File: config.mk
export PLATFORM = sky130hd
export DESIGN_NAME = bsg_wormhole_endpoint_header_splitter
export DESIGN_NICKNAME = d
export VERILOG_FILES = /design/src/rtl/bsg_wormhole_endpoint_header_splitter.sv
export SDC_FILE = /design/constraint.sdc
export NUM_CORES = 1
export LEC_CHECK = 0
export BUFFER_PORTS_ARGS = -buffer_cell sky130_fd_sc_hd__clkbuf_2
export CAP_MARGIN = 20
export CORE_MARGIN = 3
export CORE_UTILIZATION = 35
export CTS_BUF_LIST = sky130_fd_sc_hd__clkbuf_4
export DETAILED_ROUTE_END_ITERATION = 10
export GPL_TIMING_DRIVEN = 0
export HOLD_SLACK_MARGIN = 0.02
export PLACE_DENSITY = 0.73
export SLEW_MARGIN = 5
export SYNTH_ARGS = -nofsm -noshare
export SYNTH_HDL_FRONTEND = slang
export SYNTH_SLANG_ARGS = --single-unit
File: constraint.sdc
create_clock -name clk_i -period 4.3 [get_ports clk_i]
set_input_delay 0.86 -clock clk_i [delete_from_list [all_inputs] [get_ports clk_i]]
set_output_delay 0.86 -clock clk_i [all_outputs]
set_load 0.03 [all_outputs]
File: src/rtl/bsg_wormhole_endpoint_header_splitter.sv
// Wormhole endpoint header splitter.
// Takes flits from an input fifo. The header flit of each packet is held in a one-deep register
// for the consumer's control logic. Payload flits pass straight through a valid/ready port, and
// the final payload flit of each packet is marked. Packet boundaries come from the header's
// length field (flit[cord_width_p +: len_width_p] = number of payload flits).
// Optional build macro BSG_WORMHOLE_HEADER_SPLITTER_STATS_EN adds these two items:
//  - a 16-bit completed-packet counter on pkt_count_o
//  - a check that header_yumi_i never asserts without a held header.
module bsg_wormhole_endpoint_header_splitter #(
  parameter int unsigned flit_width_p = 32,
  parameter int unsigned cord_width_p = 5,
  parameter int unsigned len_width_p  = 4
) (
  input  logic                    clk_i,
  input  logic                    reset_n_i,
  input  logic                    fifo_v_i,
  input  logic [flit_width_p-1:0] fifo_data_i,
  output logic                    fifo_yumi_o,
  output logic                    header_v_o,
  output logic [flit_width_p-1:0] header_o,
  input  logic                    header_yumi_i,
  output logic                    data_v_o,
  output logic [flit_width_p-1:0] data_o,
  output logic                    data_last_o,
  input  logic                    data_ready_and_i
`ifdef BSG_WORMHOLE_HEADER_SPLITTER_STATS_EN
  ,
  output logic [15:0]             pkt_count_o
`endif
);

  typedef enum logic [0:0] {StHdr, StData} state_e;

  state_e                  state_r;
  logic                    hdr_v_r;
  logic [len_width_p-1:0]  cnt_r;
  logic [flit_width_p-1:0] header_r;

  logic [len_width_p-1:0]  fifo_len;
  logic                    hdr_deq;
  logic                    data_deq;
  logic                    cnt_is_one;

  // Decode the dequeue condition for each state; all outputs are held quiet during reset.
  always_comb begin
    fifo_len   = fifo_data_i[cord_width_p +: len_width_p];
    cnt_is_one = (cnt_r == len_width_p'(1));
    // A new header may be captured only when the register is empty or drains this same cycle.
    hdr_deq    = reset_n_i & (state_r == StHdr) & fifo_v_i & (~hdr_v_r | header_yumi_i);
    data_deq   = reset_n_i & (state_r == StData) & fifo_v_i & data_ready_and_i;

    fifo_yumi_o = hdr_deq | data_deq;
    header_v_o  = hdr_v_r;
    header_o    = header_r;
    data_v_o    = reset_n_i & (state_r == StData) & fifo_v_i;
    data_o      = fifo_data_i;
    data_last_o = data_v_o & cnt_is_one;
  end

  // Packet parser FSM, header register and remaining-payload counter.
  always_ff @(posedge clk_i) begin
    if (!reset_n_i) begin
      state_r  <= StHdr;
      hdr_v_r  <= 1'b0;
      cnt_r    <= '0;
      header_r <= '0;
    end else begin
      if (hdr_deq) begin
        header_r <= fifo_data_i;
        hdr_v_r  <= 1'b1;
        cnt_r    <= fifo_len;
        state_r  <= (fifo_len == '0) ? StHdr : StData;
      end else if (header_yumi_i) begin
        hdr_v_r <= 1'b0;
      end

      if (data_deq) begin
        cnt_r <= cnt_r - len_width_p'(1);
        if (cnt_is_one) begin
          state_r <= StHdr;
        end
      end
    end
  end

`ifdef BSG_WORMHOLE_HEADER_SPLITTER_STATS_EN
  logic [15:0] pkt_count_r;
  logic        pkt_done;

  // A packet completes on its last payload flit, or on its header when it has no payload.
  always_comb begin
    pkt_done    = (hdr_deq & (fifo_len == '0)) | (data_deq & cnt_is_one);
    pkt_count_o = pkt_count_r;
  end

  // Free-running completed-packet counter; wraps naturally.
  always_ff @(posedge clk_i) begin
    if (!reset_n_i) begin
      pkt_count_r <= '0;
    end else if (pkt_done) begin
      pkt_count_r <= pkt_count_r + 16'd1;
    end
  end

  // Consumer must not take a header that is not there.
  always_ff @(posedge clk_i) begin
    if (reset_n_i) begin
      assert (!(header_yumi_i && !hdr_v_r))
        else $error("header_yumi_i asserted with no header held");
    end
  end
`endif

endmodule

==> impl_metrics.json, run 1 <==
{
  "grt_pass1_vias": 1441,
  "slew_headroom_pct": 70.93,
  "start_util_pct": 37.11,
  "regToRegStartpoint": "header_v_o$_SDFFE_PN0P_",
  "track_usage_pct": 14.58,
  "rrSetupSlack_ns": 2.87,
  "pre_cts_ws_ns": 1.421,
  "setup-tns-final_ns": 0,
  "cts_buffers": 5,
  "crit_required_ns": 3.44,
  "synth_area_leaders": "dfxtp_1, nand2_1, buf_4, a21oi_1, buf_6",
  "peakVddDrop_mv": 0.2401,
  "startpoint": "reset_n_i",
  "drcViolationCount": 0,
  "synth_edf_count": 0,
  "cts_max_level": 2,
  "finalCritPeriodShare_pct": 66.95,
  "reg2regPathDepth": 6,
  "ys_seq_elements": 38,
  "wire_per_inst_um": 10.82,
  "rsz0062_at_grt": "false",
  "yosysWarnings": 0,
  "min_path_type": "reg2reg",
  "clk_pin_slew_ns": 0.11,
  "final_max_slew_viol_count": 0,
  "die_area_um2": 5606,
  "grt_max_degree": 13,
  "rr_endpoint": "header_o[18]$_SDFFE_PN0P_",
  "syn_nets": 246,
  "hold_buffers": 0,
  "crit_family": "buffers and inverters",
  "vias": 1650,
  "cts_resized": 0,
  "hold_slack_ns": 0.4613,
  "cts_tree": "done",
  "cts.sinks": 38,
  "drive_gt1_share_pct": 47.65,
  "grt_first_pass_wirelength_um": 6299,
  "hold_end": "header_o[20]$_SDFFE_PN0P_",
  "area_growth_pct": 38.51,
  "fillers": 469,
  "drt_first_pass_iters": 4,
  "ios": 105,
  "hold_violations": 0,
  "rows": 24,
  "final_util_pct": 51.40,
  "cp_max_fo": 10,
  "setup_viol": 0,
  "clock_latency_ns": 0.33,
  "worst_slew_pin_slew_ns": 0.4360,
  "die_w_um": 74.88,
  "cp.arrival_ns": 2.02,
  "final_common_cell": "clkbuf_2",
  "fin_crit_ns": 2.879,
  "final_cell_mix": "clkbuf_2, nand2_1, dfxtp_1",
  "p_per_area_nw_per_um2": 325.3,
  "synth_top_area_share_pct": 45.82,
  "clockBufferDepth": 2,
  "synth-main-ff-cell": "dfxtp_1",
  "synth_cells": 207,
  "ys_seq_area_share_pct": 45.82,
  "fin_skew_ns": 0.005115,
  "place_congestion": 0.7944,
  "worstSetupPathType": "in2out",
  "synth-async-reset-ratio_pct": 0,
  "crit_chain": "clkbuf_2, nand2_1, or3_1, buf_2, buf_6, nand2_1, clkbuf_2",
  "min_path_cells": 2,
  "hp-start": "header_o[20]$_SDFFE_PN0P_",
  "dieHeight_um": 74.88,
  "grt-ovfl-total": 0,
  "dpl.hpwl_um": 3173,
  "cp-end-kind": "output port",
  "drt-total-wl_um": 4016,
  "nets": 357,
  "syn_area_per_cell_um2": 8.021,
  "slowest_delay_ns": 0.30,
  "synth.distinct_cells": 22,
  "antenna_found_initial": 0,
  "synth_area_um2": 1660,
  "cts_root_buffer": "clkbuf_4",
  "critPathSlowestCell": "or3_1",
  "p_leak_nw": 1.151,
  "fin_ws_ns": 1.421,
  "io_buffers": 104,
  "fmax_ghz": 0.3474,
  "viasPerCell": 4.447,
  "status": "finished clean",
  "ant_nets": 0,
  "yosysTopAreaCell": "dfxtp_1",
  "post-cts-setup-buffer-count": 0,
  "maxCapViolations": 0,
  "path_buf_inv": 4,
  "drt_iter0_markers": 57,
  "start_kind": "input port",
  "antennaDiodeCount": 0,
  "core_um2": 4474
}
-- synthesized netlist by cell type, types with 2 or more instances --
master / count
inv_1: 4
buf_4: 32
nand4_1: 3
nor2_1: 2
buf_6: 3
a31oi_1: 2
nand3_1: 5
o211ai_1: 2
clkbuf_1: 3
dfxtp_1: 38
buf_2: 4
ha_1: 2
and3_1: 2
a21oi_1: 33
nand2_1: 65
-- metrics by stage --
step	area, µm²	instances	power, mW
after floorplan	1660	207	0.5195
after global placement	2246	363	0.5813
after detailed placement	2246	363	0.5841
after CTS	2300	371	0.7600
after global routing	2300	371	0.7906
final	2300	371	0.7480
-- report_power, final --
part	leakage [nW]	internal, mW	switching (mW)
Clock	0.0286	0.0608	0.114
Sequential	0.310	0.371	0.0103
Combinational	0.812	0.0698	0.122
Total	1.15	0.501	0.247
-- final cells by class --
type                       count  area [µm²]  area share (%)
sequential                    38       760.7           33.08
multi-input combinational    123       579.3           25.19
timing repair buffer         104       520.5           22.63
buffer                        42       305.3           13.28
tap                           52       65.06           2.829
clock buffer                   5       37.54           1.632
clock inverter                 3       16.27          0.7073
inverter                       4       15.01          0.6529
-- worst reg2reg max path: cells and delay by family, from the launching register on --
| family | cells | cell delay, ns |
|---|---|---|
| AO/OA/AOI/OAI | 1 | 0.06 |
| AND/OR/NAND/NOR | 3 | 0.55 |
| buffers and inverters | 2 | 0.37 |
| flip-flops | 1 | 0.33 |
-- state kept, by name, indices dropped and copies added (netlist names) --
signal and flops:
header_o 32, cnt_r 4, state_r 1, header_v_o 1
-- logic make-up after synthesis --
kind of cell / synth area share [%]
flip-flops: 45.82
AO/OA/AOI/OAI: 12.66
AND/OR/NAND/NOR: 20.72
adder cells (fa/ha/maj): 1.507
buffers and inverters: 19.29
-- metal layers --
metal | track usage (%) | part of all wire [%] | vias to the layer above
met5 | 0 | 0 | -
li1 | - | - | 869
met3 | 4.272 | 8.2 | 5
met2 | 24.08 | 47 | 63
met1 | 18.00 | 43 | 713
met4 | 5.336 | 1.0 | 0
-- worst max path at each step --
stage / endpoint / slack (ns) / cells after the start
after floorplan: fifo_yumi_o / 1.67 / 5
after global placement: fifo_yumi_o / 1.42 / 7
after detailed placement: fifo_yumi_o / 1.42 / 7
after CTS: fifo_yumi_o / 1.42 / 7
after global routing: fifo_yumi_o / 1.31 / 7
final: fifo_yumi_o / 1.42 / 7
Power figures use the tool's default switching activity.
==> run 2, diff against run 1 <==
ABC_AREA = 1   (was default)
PLACE_DENSITY = 0.72   (was 0.73)
clock period = 2.8 ns   (was 4.3 ns; I/O delays follow)
==> run 2 against run 1 <==
  * Non-clock buffer count is 1 lower
  * Design area is 5.6% higher
  * Final cell count is 11% higher
  * Largest cell class unchanged
==> impl_metrics.json, run 2 <==
{
  "status": "finished clean",
  "synth_top_area_share_pct": 43.43,
  "die_area_um2": 5890,
  "die_w_um": 76.75,
  "synth_area_um2": 1752,
  "setup-tns-final_ns": 0,
  "worst_slew_pin_slew_ns": 0.4213,
  "crit_family": "simple AND/OR/NAND/NOR gates",
  "grt_max_degree": 13,
  "start_util_pct": 36.60,
  "io_buffers": 103,
  "worstSetupPathType": "reg2out",
  "post-cts-setup-buffer-count": 0,
  "syn_nets": 272,
  "cp.arrival_ns": 1.41,
  "final_cell_mix": "clkbuf_2, nor2_1, dfxtp_1",
  "final_cells": 411,
  "ios": 105,
  "path_buf_inv": 1,
  "cts.sinks": 38,
  "p_switching_uw": 429.7,
  "largest_reg_flops": 32,
  "synth-async-reset-ratio_pct": 0,
  "cts_resized": 0,
  "final_max_slew_viol_count": 0,
  "clk_pin_slew_ns": 0.12,
  "hold_violations": 0,
  "cp_max_fo": 6,
  "placed_cells": 403,
  "placed_area_um2": 2351,
  "viasPerCell": 4.275,
  "peakVddDrop_mv": 0.2900,
  "rsz0062_at_grt": "false",
  "hold_buffers": 0,
  "cts_max_level": 2,
  "cp-end-kind": "output port",
  "synthMuxAreaShare_pct": 0,
  "hold_slack_ns": 0.4684,
  "drt_iter0_markers": 64,
  "finalCritPeriodShare_pct": 70.39,
  "final_common_cell": "clkbuf_2",
  "drt_first_pass_iters": 4,
  "clockPowerShare_pct": 27.6,
  "grt_first_pass_wirelength_um": 6782,
  "swShare_pct": 32.46,
  "dpl.hpwl_um": 3255,
  "setup_viol": 0,
  "vias": 1757,
  "fmax_ghz": 0.5074,
  "yosys.area_share.simple_pct": 23.57,
  "fillers": 499,
  "core_um2": 4786,
  "slew_headroom_pct": 71.92,
  "wire_per_inst_um": 9.934,
  "cts_buffers": 5,
  "synth-main-ff-cell": "dfxtp_1",
  "track_usage_pct": 13.97,
  "synth_edf_count": 0,
  "grt-ovfl-total": 0,
  "clock_latency_ns": 0.34,
  "place_congestion": 0.8425,
  "p_comb_share_pct": 27.2,
  "yosysMostFrequentCell": "nor2_1",
  "critPathSlowestCell": "dfxtp_1",
  "clockBufferDepth": 2,
  "seq_power_share_pct": 45.3,
  "fin_crit_ns": 1.971,
  "synth_cells": 233,
  "synth.distinct_cells": 18,
  "min_path_type": "in2reg",
  "drt-total-wl_um": 4083,
  "post-route-cell-area_um2": 2429,
  "total_power_mw": 1.324,
  "dieHeight_um": 76.75,
  "antennaDiodeCount": 0,
  "synth_area_leaders": "dfxtp_1, buf_4, nor2_1, o21ai_0, nand2_1",
  "crit_required_ns": 2.24,
  "rows": 25,
  "synth_top_family_by_area": "simple AND/OR/NAND/NOR gates",
  "fin_skew_ns": 0.01034,
  "grt_pass1_vias": 1579,
  "maxCapViolations": 0,
  "syn_area_per_cell_um2": 7.518,
  "drcViolationCount": 0,
  "cts_root_buffer": "clkbuf_4",
  "antenna_found_initial": 0,
  "synth_xor_xnor_area_share_pct": 0.5000,
  "power.internal_uw": 894.1,
  "nets": 382,
  "p_per_area_nw_per_um2": 545.1,
  "synth_fa_ha_area_share_pct": 1.429,
  "crit_chain": "nand4_1, nand2_1, clkbuf_2",
  "start_kind": "flop",
  "ys_seq_area_share_pct": 43.43,
  "slowest_delay_ns": 0.41,
  "drive_gt1_share_pct": 44.77,
  "cts_tree": "done",
  "yosysWarnings": 0,
  "ys_seq_elements": 38,
  "yosysTopAreaCell": "dfxtp_1",
  "yosys-top-cells-count": "nor2_1, dfxtp_1, buf_4",
  "synth_compound_area_share_pct": 10.29,
  "area_growth_pct": 38.64,
  "p_leak_nw": 1.294,
  "ant_nets": 0
}
[run 2: cell types whose count changed in the layout (fill, tap and decap cells not counted), sizes merged, moves of 2 or more]
| cell | previous run | this run |
|---|---|---|
| nor2 | 2 | 70 |
| nand2 | 65 | 23 |
| o21ai | 0 | 31 |
| a21oi | 33 | 5 |
| inv | 4 | 12 |
| nand3 | 5 | 8 |
| a31oi | 2 | 0 |
| and3 | 2 | 0 |
| nand4 | 3 | 1 |
| o211ai | 2 | 0 |
[run 2: cell families after synthesis]
group / count (synthesis)
compound gates: 36
buf+inv: 54
flops: 38
xor+xnor: 1
fa+ha+maj: 2
simple gates: 102
[run 2: metal layers]
metal  global-route usage (%)  vias up  wire (µm)
met4                    4.710        0         50
met1                    16.05      760       1745
met5                        0        -          0
met2                    23.69       69       1901
met3                    5.282        7        386
li1                         -      921          -
[run 2: worst register-to-register path, cell delays in order (launching register included)]
cell,delay [ns]
dfxtp_1,0.36
inv_1,0.09
nand3_2,0.09
nor2_4,0.19
buf_6,0.17
nor2_1,0.05
nor2_1,0.10
nor2_1,0.04
[run 2: final timing paths]
| path | cells after the start | from | end | slack [ns] |
|---|---|---|---|---|
| setup / recovery | 3 | state_r$_SDFF_PN0_ | fifo_yumi_o | 0.83 |
| setup reg to reg | 7 | state_r$_SDFF_PN0_ | cnt_r[0]$_SDFFE_PN0P_ | 1.61 |
| hold / removal | 3 | fifo_data_i[31] | header_o[31]$_SDFFE_PN0P_ | 0.47 |
| hold reg to reg | 2 | header_o[6]$_SDFFE_PN0P_ | header_o[6]$_SDFFE_PN0P_ | 0.48 |
[run 2: layout make-up]
class / instances / area, µm² / share of cell area (%)
plain buffers: 42 / 319.1 / 13.14
clock inverters: 3 / 40.04 / 1.649
repair buffers: 103 / 515.5 / 21.23
multi-input cells: 141 / 626.9 / 25.81
well taps: 67 / 83.83 / 3.452
clock buffers: 5 / 37.54 / 1.546
inverters: 12 / 45.04 / 1.855
flip-flops and latches: 38 / 760.7 / 31.32
[run 2: per-stage QoR]
step	utilization (%)	worst slack (ns)
after global routing	50.75	0.6523
final	50.75	0.8291
after floorplan	-	1.018
after detailed placement	49.12	0.8989
after global placement	49.12	0.8873
after CTS	50.75	0.8185
[run 2: power by group through the flow]
| stage | sequential, mW | clock, mW | combinational (mW) |
|---|---|---|---|
| floorplan | 0.678 | 0 | 0.189 |
| global placement | 0.611 | 0 | 0.361 |
| detailed placement | 0.612 | 0 | 0.364 |
| CTS | 0.600 | 0.381 | 0.365 |
| global route | 0.605 | 0.405 | 0.392 |
| finish | 0.599 | 0.365 | 0.360 |
